[src/rtl/enc4x2_req_encoder_pkg.sv]
// ---------------------------------------------------------------------------
// enc4x2_req_encoder_pkg
// Shared definitions for the registered 4-to-2 request encoder.
//   N_REQ      : number of request lines
//   CODE_W     : width of the binary index presented to the consumer
//   state_e    : handshake FSM state encoding (IDLE / PRESENT)
//   LAST_RST   : reset value of the round-robin pointer, chosen so the
//                first round-robin scan after reset starts at line 0
// ---------------------------------------------------------------------------
package enc4x2_req_encoder_pkg;

  localparam int N_REQ  = 4;
  localparam int CODE_W = 2;

  typedef enum logic {
    IDLE    = 1'b0,
    PRESENT = 1'b1
  } state_e;

  localparam logic [CODE_W-1:0] LAST_RST = 2'd3;

endpackage

[src/rtl/enc4x2_req_encoder_pri_enc4.sv]
// ---------------------------------------------------------------------------
// pri_enc4
// Combinational selector for the request encoder.
// Ports:
//   pend  [3:0] in  : registered pending bits
//   start [1:0] in  : first index to examine in round-robin mode
//   rr          in  : 0 = fixed priority (highest index wins),
//                     1 = round-robin scan ascending from start, wrapping
//   idx   [1:0] out : selected index (0 when nothing is pending)
//   any         out : at least one pending bit is set
// ---------------------------------------------------------------------------
module pri_enc4
  import enc4x2_req_encoder_pkg::*;
(
  input  logic [N_REQ-1:0]  pend,
  input  logic [CODE_W-1:0] start,
  input  logic              rr,
  output logic [CODE_W-1:0] idx,
  output logic              any
);

  logic [CODE_W-1:0] pos;

  // Both scans are written so the winning candidate is the last one
  // assigned: ascending for fixed priority (highest index wins) and
  // descending distance from start for round-robin (nearest wins).
  always_comb begin
    idx = '0;
    pos = '0;
    any = |pend;
    if (!rr) begin
      for (int i = 0; i < N_REQ; i++) begin
        if (pend[i]) idx = i[CODE_W-1:0];
      end
    end else begin
      for (int k = N_REQ - 1; k >= 0; k--) begin
        pos = start + k[CODE_W-1:0];
        if (pend[pos]) idx = pos;
      end
    end
  end

endmodule

[src/rtl/enc4x2_req_encoder.sv]
// ---------------------------------------------------------------------------
// enc4x2_req_encoder
// Registered 4-to-2 request encoder. Request pulses are collected into
// pending bits; one pending line at a time is presented as a binary index
// over a valid/ack handshake. Fixed or round-robin priority, sticky
// per-line overrun flags.
// Parameters:
//   RR          : 0 = fixed priority (3 > 2 > 1 > 0), 1 = round-robin
// Ports:
//   clk           in  : clock, rising edge
//   rst           in  : synchronous active-high reset
//   req     [3:0] in  : request pulses/levels, sampled every edge
//   ack           in  : consumer accepts code (ignored while valid = 0)
//   ovr_clr       in  : clears all overrun flags
//   code    [1:0] out : index of the granted line
//   valid         out : code is presented and stable
//   pend    [3:0] out : current pending bits
//   overrun [3:0] out : sticky per-line overrun flags
// ---------------------------------------------------------------------------
module enc4x2_req_encoder
  import enc4x2_req_encoder_pkg::*;
#(
  parameter bit RR = 1'b0
) (
  input  logic              clk,
  input  logic              rst,
  input  logic [N_REQ-1:0]  req,
  input  logic              ack,
  input  logic              ovr_clr,
  output logic [CODE_W-1:0] code,
  output logic              valid,
  output logic [N_REQ-1:0]  pend,
  output logic [N_REQ-1:0]  overrun
);

  state_e            state_q, state_d;
  logic [CODE_W-1:0] code_q, code_d;
  logic              valid_q, valid_d;
  logic [CODE_W-1:0] last_q, last_d;
  logic [N_REQ-1:0]  pend_q, pend_d;
  logic [N_REQ-1:0]  ovr_q, ovr_d;

  logic [N_REQ-1:0]  clr_mask;
  logic [N_REQ-1:0]  ovr_set;
  logic [CODE_W-1:0] sel_idx;
  logic              sel_any;
  logic [CODE_W-1:0] rr_start;

  // Pointer increment is 2-bit modulo, so 3 wraps to 0.
  assign rr_start = last_q + 2'd1;

  pri_enc4 u_sel (
    .pend  (pend_q),
    .start (rr_start),
    .rr    (RR),
    .idx   (sel_idx),
    .any   (sel_any)
  );

  // A line is only cleared by an accepted handshake. A request landing on
  // the same edge as its own clear re-arms the line and is a fresh event,
  // so it is excluded from the overrun condition. A new overrun beats
  // ovr_clr for that bit.
  always_comb begin
    clr_mask = '0;
    if (valid_q && ack) clr_mask = N_REQ'(1) << code_q;
    pend_d  = (pend_q & ~clr_mask) | req;
    ovr_set = req & pend_q & ~clr_mask;
    ovr_d   = (ovr_clr ? '0 : ovr_q) | ovr_set;
  end

  // Handshake FSM. IDLE looks only at registered pend, which enforces the
  // one idle cycle between grants after an ack clears a line.
  always_comb begin
    state_d = state_q;
    code_d  = code_q;
    valid_d = valid_q;
    last_d  = last_q;
    unique case (state_q)
      IDLE: begin
        if (sel_any) begin
          code_d  = sel_idx;
          valid_d = 1'b1;
          state_d = PRESENT;
        end
      end
      PRESENT: begin
        if (ack) begin
          valid_d = 1'b0;
          state_d = IDLE;
          if (RR) last_d = code_q;
        end
      end
      default: begin
        state_d = IDLE;
        valid_d = 1'b0;
      end
    endcase
  end

  // State registers; reset overrides every other input on the same edge.
  always_ff @(posedge clk) begin
    if (rst) begin
      state_q <= IDLE;
      code_q  <= '0;
      valid_q <= 1'b0;
      last_q  <= LAST_RST;
      pend_q  <= '0;
      ovr_q   <= '0;
    end else begin
      state_q <= state_d;
      code_q  <= code_d;
      valid_q <= valid_d;
      last_q  <= last_d;
      pend_q  <= pend_d;
      ovr_q   <= ovr_d;
    end
  end

  assign code    = code_q;
  assign valid   = valid_q;
  assign pend    = pend_q;
  assign overrun = ovr_q;

endmodule

[config.mk]
export PLATFORM = sky130hd
export DESIGN_NAME = enc4x2_req_encoder
export DESIGN_NICKNAME = d
export VERILOG_FILES = /design/src/rtl/enc4x2_req_encoder_pkg.sv /design/src/rtl/enc4x2_req_encoder_pri_enc4.sv /design/src/rtl/enc4x2_req_encoder.sv
export SDC_FILE = /design/constraint.sdc
export NUM_CORES = 1
export LEC_CHECK = 0
export ABC_CLOCK_PERIOD_IN_PS = 1400
export BUFFER_PORTS_ARGS = -buffer_cell sky130_fd_sc_hd__buf_2
export CAP_MARGIN = 20
export CORE_MARGIN = 3
export CORE_UTILIZATION = 35
export DETAILED_ROUTE_END_ITERATION = 16
export PLACE_DENSITY = 0.59
export SLEW_MARGIN = 20
export SYNTH_ARGS = -nofsm -noshare
export SYNTH_HDL_FRONTEND = slang
export SYNTH_SLANG_ARGS = --single-unit
[constraint.sdc]
create_clock -name clk -period 1.4 [get_ports clk]
set_clock_uncertainty 0.1 [all_clocks]
set_input_delay 0.28 -clock clk [delete_from_list [all_inputs] [get_ports clk]]
set_output_delay 0.28 -clock clk [all_outputs]
set_load 0.005 [all_outputs]
==> out/qor.yml, run 1 <==
logic_synthesis:
  yosys-top-cells-area: "dfxtp_1 50%, a21oi_1 8.4%, nor2_1 5.5%, nand4b_1 5.5%, nand2_1 3.9%"
  synth_cell_types: 20
  synth-seq-area-share_pct: 50.13
  syn-num-nets: 61
  synth_top_area_cell: "dfxtp_1"
  ys.warnings.count: 0
  ys_ff_latch: 12
  synth_area_um2: 479.2
  netlist.area_leader.share_pct: 50.13
  synthCells: 53
  avgSynthCellArea_um2: 9.042
outcome:
  status: "completed"
timing:
  rsz0062_at_grt: "false"
  setup_violations: 0
  max_freq_ghz: 0.8054
  max_slew_margin_pct: 80.29
  hold_viol: 0
  fin_setup_tns_ns: 0
  holdWs_ns: 0.1377
  worst_pin_slew_ns: 0.2932
  min_period_ns: 1.242
  drv_slew: 0
  period_share_pct: 88.69
floorplan:
  core-area_um2: 1186
  dieHeight_um: 43
  die_w_um: 43
  ios: 19
  row_count: 12
  die-area_um2: 1849
  initial_core_util_pct: 40.40
layout:
  fin_nets: 83
  fill_cells: 103
  diodes: 0
  drive_gt1_share_pct: 32.43
  final_cell_area_um2: 619.3
  fin_cells: 88
  area_growth_pct: 29.24
  final_common_cell: "buf_2"
  final_cell_mix: "18 x buf_2, 12 x dfxtp_1, 8 x a21oi_1"
clock_tree:
  cts_max_path_buffers: 2
  htreeDepth: 1
  cts.sinks: 12
  cts_root_buffer: "clkbuf_4"
  numCtsBuffers: 3
  cts_tree: "built"
  holdBufCountCts: 0
  cts_resized: 0
  clk_latency_ns: 0.27
  cts_setup_buffers: 0
  clk_pin_slew_ns: 0.07
pwr:
  peakVddDrop_mv: 0.5730
  p_leak_nw: 0.2833
  power_w: 0.0007713
  cellPowerDensity_nw_per_um2: 1245
routing:
  vias: 442
  final_antenna_net_count: 0
  wl_met1_um: 499
  dr_wl_met2_um: 456
  drc_errors: 0
  drt_iter0_drc: 2
  met3_wirelength_um: 74
  wl_per_cell_um: 11.70
  wirelength_um: 1030
  dr.pass1.iters: 4
  via_per_inst: 5.023
  routed.top_layer: "met3"
worst_setup_path:
  critPathMaxFanout: 6
  start_kind: "register"
  worst_ep_required_time_ns: 1.02
  critical_path.top_delay_family: "flip-flops"
  critPathCaptureType: "output pin"
  arrival_ns: 0.86
  crit_type: "reg -> out"
  path_cells: "buf_2"
  max_stage_delay_ns: 0.44
  slowest_stage: "dfxtp_1"
  cp_num_buf_inv: 1
min_path:
  hold_class: "in -> reg"
placement:
  postPlaceCellArea_um2: 583.1
  port_buffers: 18
  gp_congestion: 0.7393
  hpwl_um: 770.9
  dp_cells: 84
global_route:
  overflow: 0
  grt_pass1_vias: 399
  grtUsageTotal_pct: 12.36
  grt_pass1_wl_um: 1745
  antenna_found_initial: 0
  grt_max_degree: 14
job:
  maxCapViolCount: 0
[layer usage]
layer | GRT usage (%) | vias to the layer above
met3 | 6.780 | 0
met1 | 16.37 | 195
li1 | - | 233
met2 | 17.96 | 14
met5 | 0 | -
met4 | 1.807 | 0
[Yosys cell counts]
master and count:
nor2b_1 1, a21o_1 1, buf_1 1, inv_1 2, o21ai_0 1, a22o_1 1
nand4_1 1, nor4_2 1, nand4bb_1 1, nand4b_1 3, dfxtp_1 12, nand3_1 2
a221oi_2 1, nand2_1 5, nor3b_1 1, nor2_1 7, o21bai_1 1, nand2b_1 2
a21oi_1 8, or2_1 1
[logic make-up after synthesis]
logic type | count (synthesis) | synth area share [%]
buf+inv | 3 | 2.350
compound gates | 13 | 17.49
flops | 12 | 50.13
simple gates | 25 | 30.03
[flip-flops by register name (all words and copies together), names as in the netlist]
name     flops
valid        1
pend         4
overrun      4
code         2
state_q      1
[final cells by class]
type / instances / area, um2 / share of cell area, %
clock buffers: 4 / 36.28 / 5.859
inverters: 2 / 7.507 / 1.212
multi-input cells: 38 / 227.7 / 36.77
flip-flops and latches: 12 / 240.2 / 38.79
well taps: 14 / 17.52 / 2.828
repair buffers: 18 / 90.09 / 14.55
[path summary, 6_finish.rpt]
kind                                    to  cells past startpoint  startpoint  slack, ns
worst max register to register     code[0]                      3     pend[3]       0.20
worst min-delay path               pend[0]                      3      req[0]       0.14
worst min register to register  overrun[3]                      2  overrun[3]       0.35
worst max-delay path               pend[3]                      1     pend[3]       0.16
[stage by stage]
stage	util, %	setup WS [ns]
after floorplan	-	0.2735
after global placement	49.16	0.2588
after detailed placement	49.16	0.2312
after CTS	52.22	0.1638
after global routing	52.22	0.09324
final	52.22	0.1584
[power by group]
part | switching [W] | internal [W] | leakage, nW
sequential | 0.0000328 | 0.000368 | 0.0997
clock | 0.000111 | 0.000158 | 0.0210
combinational | 0.0000470 | 0.0000547 | 0.163
Power figures use the tool's default switching activity.
==> run 2, diff against run 1 <==
--- a/config.mk
+++ b/config.mk
@@ -6,5 +6,5 @@
 export NUM_CORES = 1
 export LEC_CHECK = 0
-export ABC_CLOCK_PERIOD_IN_PS = 1400
+export ABC_CLOCK_PERIOD_IN_PS = 1150
 export BUFFER_PORTS_ARGS = -buffer_cell sky130_fd_sc_hd__buf_2
 export CAP_MARGIN = 20
==> constraint.sdc (replaced) <==
create_clock -name clk -period 1.15 [get_ports clk]
set_clock_uncertainty 0.1 [all_clocks]
set_input_delay 0.1725 -clock clk [delete_from_list [all_inputs] [get_ports clk]]
set_output_delay 0.1725 -clock clk [all_outputs]
set_load 0.005 [all_outputs]
==> run 2 against run 1 <==
  * Hold slack got worse by 0.11 ns
  * Register-to-register slack worse by 0.18 ns
  * Global-route usage is 0.28 points lower
  * Wire length increased by 11%
  * Core utilization rose by 5.9 points
  * Largest power group unchanged
==> out/qor.yml, run 2 (synthesis results as in run 1) <==
layout:
  final_common_cell: "buf_2"
  diodes: 0  # unchanged
  area_growth_pct: 43.86
  fill_cells: 114  # +11%
  final_cell_mix: "15 x buf_2, 8 x a21oi_1, 7 x nor2_1, 7 x dfxtp_1, 7 x buf_6"
  drive_gt1_share_pct: 41.56  # +9.1 points
  regArea_um2: 251.5  # +4.7%
  multi_input_area_um2: 236.5  # +3.8%
  fin_nets: 87  # +4.8%
clock_tree:
  numCtsBuffers: 3  # unchanged
  cts_tree: "built"
  cts_root_buffer: "clkbuf_4"
  cts_setup_buffers: 0  # unchanged
  cts.sinks: 12  # unchanged
  clk_pin_slew_ns: 0.07  # about the same
  clk_latency_ns: 0.27  # about the same
  holdBufCountCts: 0  # unchanged
  htreeDepth: 1  # unchanged
  cts_max_path_buffers: 2  # unchanged
routing:
  drc_errors: 0  # unchanged
  final_antenna_net_count: 0  # unchanged
  via_per_inst: 5.165  # +2.8%
  wirelength_um: 1148  # +11%
  wl_per_cell_um: 12.62  # +7.8%
  vias: 470  # +6.3%
  dr.pass1.iters: 4  # unchanged
  drt_iter0_drc: 4  # +2
floorplan:
  row_count: 12  # unchanged
  ios: 19  # unchanged
  die_w_um: 43  # unchanged
  initial_core_util_pct: 40.40  # unchanged
  die-area_um2: 1849  # unchanged
  core-area_um2: 1186  # unchanged
  dieHeight_um: 43  # unchanged
global_route:
  grtUsageTotal_pct: 12.08  # -0.28 points
  grt_max_degree: 14  # unchanged
  overflow: 0  # unchanged
  grt_pass1_wl_um: 1635  # -6.3%
  antenna_found_initial: 0  # unchanged
  grt_pass1_vias: 374  # -6.3%
placement:
  gp_congestion: 0.7652  # +3.5%
  port_buffers: 18  # unchanged
  pre_cts_ws_ns: 0.02424  # -0.2070 ns
worst_setup_path:
  crit_type: "reg -> out"
  arrival_ns: 0.86  # about the same
  max_stage_delay_ns: 0.37  # -0.07 ns
  worst_ep_required_time_ns: 0.88  # -0.14 ns
  critPathCaptureType: "output pin"
  path_cells: "buf_6 > buf_2"
  rr_startpoint: "pend[3]"
  cp_num_buf_inv: 2  # +1
  critical_path.top_delay_family: "flip-flops"
  startpoint: "pend[3]"
  critPathMaxFanout: 5  # -1
  start_kind: "register"
  slowest_stage: "dfxtp_2"
min_path:
  hold_class: "in -> reg"
  hold_start: "req[0]"
timing:
  max_freq_ghz: 0.8811
  worst_pin_slew_ns: 0.2315  # -0.06178 ns
  hold_viol: 0  # unchanged
  fin_setup_tns_ns: 0  # unchanged
  fin_ws_ns: 0.01511  # -0.1432 ns
  min_period_ns: 1.135
  max_slew_margin_pct: 84.45  # +4.2 points
  rsz0062_at_grt: "true"
  setup_violations: 0  # unchanged
  period_share_pct: 98.69
  drv_slew: 0  # unchanged
pwr:
  cellPowerDensity_nw_per_um2: 1306  # +4.8%
  p_leak_nw: 0.3084  # +8.9%
  peakVddDrop_mv: 0.9684  # +69%
job:
  maxCapViolCount: 0  # unchanged
outcome:
  status: "completed"
-- run 2: final cells by class --
cell class | instances | share of cell area, %
flip-flops and latches | 12 | 36.48
clock buffers | 3 | 3.267
repair buffers | 22 | 22.32
well taps | 14 | 2.541
multi-input cells | 38 | 34.30
inverters | 2 | 1.089
-- run 2: worst min-delay path: cells and delay by family --
family / cells / cell delay [ns]
AND/OR/NAND/NOR: 1 / 0.07
AO/OA/AOI/OAI: 1 / 0.04
buffers and inverters: 1 / 0.09
-- run 2: worst paths after layout --
check / cells after the start / to / slack [ns]
setup / recovery: 2 / pend[3] / 0.02
setup reg to reg: 3 / code[0] / 0.02
hold / removal: 3 / pend[0] / 0.03
hold reg to reg: 2 / overrun[3] / 0.35
-- run 2: where the power goes --
part	total, W	internal (W)	switching, W
clock	0.000246	0.000121	0.000125
combinational	0.000166	0.0000958	0.0000702
sequential	0.000488	0.000450	0.0000382
total	0.000900	0.000667	0.000233
-- run 2: per-layer routing --
| layer | part of all wire (%) | GRT usage, % | up-vias |
|---|---|---|---|
| li1 | - | - | 240 |
| met3 | 7.8 | 8.051 | 2 |
| met2 | 46 | 16.17 | 16 |
| met1 | 45 | 16.28 | 212 |
| met5 | 0 | 0 | - |
| met4 | 0.44 | 1.807 | 0 |
-- run 2: per-stage QoR --
step	cells	hold slack [ns]	cell area (um2)	utilization, %	total power (W)
2_1_floorplan	53	0.1899	479.2	-	0.0005613
4_1_cts	91	0.02305	639.4	53.90	0.0008914
6_report	91	0.03078	689.4	58.12	0.0009001
5_1_grt	91	0.04255	689.4	58.12	0.0009618
3_3_place_gp	88	0.2952	613.1	51.69	0.0006356
3_5_place_dp	88	0.3027	613.1	51.69	0.0006364
-- run 2: what timing repair did --
action                     in CTS  in global routing
gates resized for setup         3                 12
pin swaps                       0                  2
setup endpoints to repair       3                  8
==> run 3, diff against run 2 <==
Settings changed: GPL_TIMING_DRIVEN set to 0.
==> run 3 against run 2 <==
  * Combinational power decreased by 21%
  * Wire length decreased by 9.6%
  * Count of clock-buffer cells in the layout unchanged
  * First-iteration DRC count unchanged
  * Critical path type is now reg -> reg
==> out/qor.yml, run 3 (synthesis results as in run 1) <==
clock_tree:
  cts_max_path_buffers: 2  # unchanged
  clk_pin_slew_ns: 0.07  # about the same
  htreeDepth: 1  # unchanged
  holdBufCountCts: 0  # unchanged
  cts_root_buffer: "clkbuf_4"
  cts.sinks: 12  # unchanged
  numCtsBuffers: 3  # unchanged
  clk_latency_ns: 0.27  # about the same
  cts_tree: "built"
floorplan:
  die_w_um: 43  # unchanged
  die-area_um2: 1849  # unchanged
  dieHeight_um: 43  # unchanged
  ios: 19  # unchanged
  core-area_um2: 1186  # unchanged
  row_count: 12  # unchanged
  initial_core_util_pct: 40.40  # unchanged
pwr:
  p_sw_share_pct: 26.32  # +0.39 points
  p_leak_nw: 0.2853  # -7.5%
  peakVddDrop_mv: 0.7706  # -20%
  cellPowerDensity_nw_per_um2: 1373  # +5.1%
  p_int_w: 0.0006430  # -3.6%
  power_w: 0.0008726  # -3.1%
  clkPwrFrac_pct: 28.8  # +1.5 points
  combPwrFrac_pct: 15.0  # -3.4 points
  netSwitchingPower_w: 0.0002297  # -1.6%
  seq_power_share_pct: 56.3  # +2.1 points
layout:
  fin_cells: 89  # -2.2%
  drive_gt1_share_pct: 37.33  # -4.2 points
  final_cell_mix: "18 x buf_2, 8 x a21oi_1, 8 x dfxtp_1"
  diodes: 0  # unchanged
  area_growth_pct: 32.64
  final_common_cell: "buf_2"
  fill_cells: 131  # +15%
  fin_nets: 85  # -2.3%
placement:
  hpwl_um: 765.2
  port_buffers: 18  # unchanged
  dp_cells: 85  # -3.4%
  gp_congestion: 0.7488  # -2.1%
worst_setup_path:
  critical_path.top_delay_family: "simple AND/OR/NAND/NOR gates"
  arrival_ns: 1.18  # +0.32 ns
  r2r_slack_ns: 0.01  # about the same
  rr_startpoint: "pend[3]"
  slowest_stage: "dfxtp_4"
  start_kind: "register"
  cp_num_buf_inv: 0  # -2
  max_stage_delay_ns: 0.37  # about the same
  crit_type: "reg -> reg"
  cp_num_cells: 3  # +1
  critPathCaptureType: "register"
  worst_r2r_endpoint: "valid"
  path_cells: "nor4_4 > or2_1 > a21oi_1"
  worstRegToRegCells: 3  # unchanged
  worst_ep_required_time_ns: 1.19  # +0.31 ns
  critPathMaxFanout: 5  # unchanged
global_route:
  grt_pass1_vias: 384  # +2.7%
  overflow: 0  # unchanged
  grtUsageTotal_pct: 12.38  # +0.30 points
  grt_max_degree: 11  # -3
  grt_pass1_wl_um: 1662  # +1.7%
  antenna_found_initial: 0  # unchanged
timing:
  hold_viol: 0  # unchanged
  max_freq_ghz: 0.8787  # -0.28%
  min_period_ns: 1.138  # +0.003132 ns
  holdWs_ns: 0.01911  # -0.01167 ns
  max_slew_margin_pct: 69.25  # -15 points
  rsz0062_at_grt: "true"
  period_share_pct: 98.96  # +0.27 points
  drv_slew: 0  # unchanged
  setup_violations: 0  # unchanged
  worst_pin_slew_ns: 0.4612  # +0.2297 ns
routing:
  dr.pass1.iters: 2  # -2
  via_per_inst: 5.146  # -0.36%
  drt_iter0_drc: 4  # unchanged
  drc_errors: 0  # unchanged
  vias: 458  # -2.6%
  wl_per_cell_um: 11.66  # -7.6%
  wirelength_um: 1038  # -9.6%
  final_antenna_net_count: 0  # unchanged
outcome:
  status: "completed"
min_path:
  hold_class: "in -> reg"
  holdPathEnd: "pend[3]"
  min_path_cells: 3  # unchanged
  hold_start: "req[3]"
job:
  maxCapViolCount: 0  # unchanged
run 3: repair_timing:
item	4_1_cts	5_1_grt
endpoints found under the setup margin	3	4
pin swaps	1	4
hold endpoints to repair	0	0
setup buffers	0	1
gates resized for setup	5	2
run 3: area by class of cell:
class | count | area, um2 | share of cell area [%]
buffer | 1 | 3.754 | 0.5906
clock buffer | 3 | 22.52 | 3.543
inverter | 2 | 7.507 | 1.181
multi-input combinational | 38 | 236.5 | 37.20
sequential | 12 | 250.2 | 39.37
tap | 14 | 17.52 | 2.756
timing repair buffer | 19 | 97.59 | 15.35
run 3: worst max-delay path by stage:
stage             from       to
3_3_place_gp   pend[2]  code[0]
3_5_place_dp   pend[1]  code[0]
2_1_floorplan  pend[2]  code[0]
5_1_grt        pend[3]  code[0]
4_1_cts        pend[0]  code[0]
6_report       pend[3]    valid
run 3: metal layers:
metal,vias up,part of all wire [%],GRT usage (%)
li1,236,-,-
met5,-,0,0
met4,0,0,3.614
met3,0,9.2,8.051
met2,15,42,16.17
met1,207,49,16.45
run 3: metrics by stage:
step,cell area (um2),worst slack [ns],utilization [%],setup TNS (ns)
floorplan,479.2,0.02354,-,0
global placement,586.8,-0.03121,49.47,-0.05526
detailed placement,586.8,-0.03389,49.47,-0.05931
CTS,623.1,0.01200,52.53,0
global route,635.6,-0.07002,53.59,-0.1749
finish,635.6,0.01198,53.59,0
run 3: power by group through the flow:
stage / combinational (W) / clock, W / sequential, W
after floorplan: 0.0000676 / 0 / 0.000494
after global placement: 0.000124 / 0 / 0.000497
after detailed placement: 0.000125 / 0 / 0.000497
after CTS: 0.000129 / 0.000267 / 0.000493
after global routing: 0.000146 / 0.000282 / 0.000497
final: 0.000131 / 0.000251 / 0.000491
run 3: worst reg2reg max path: stages (launching register included):
cell	delay, ns
dfxtp_4	0.37
nor4_4	0.30
or2_1	0.17
a21oi_1	0.07
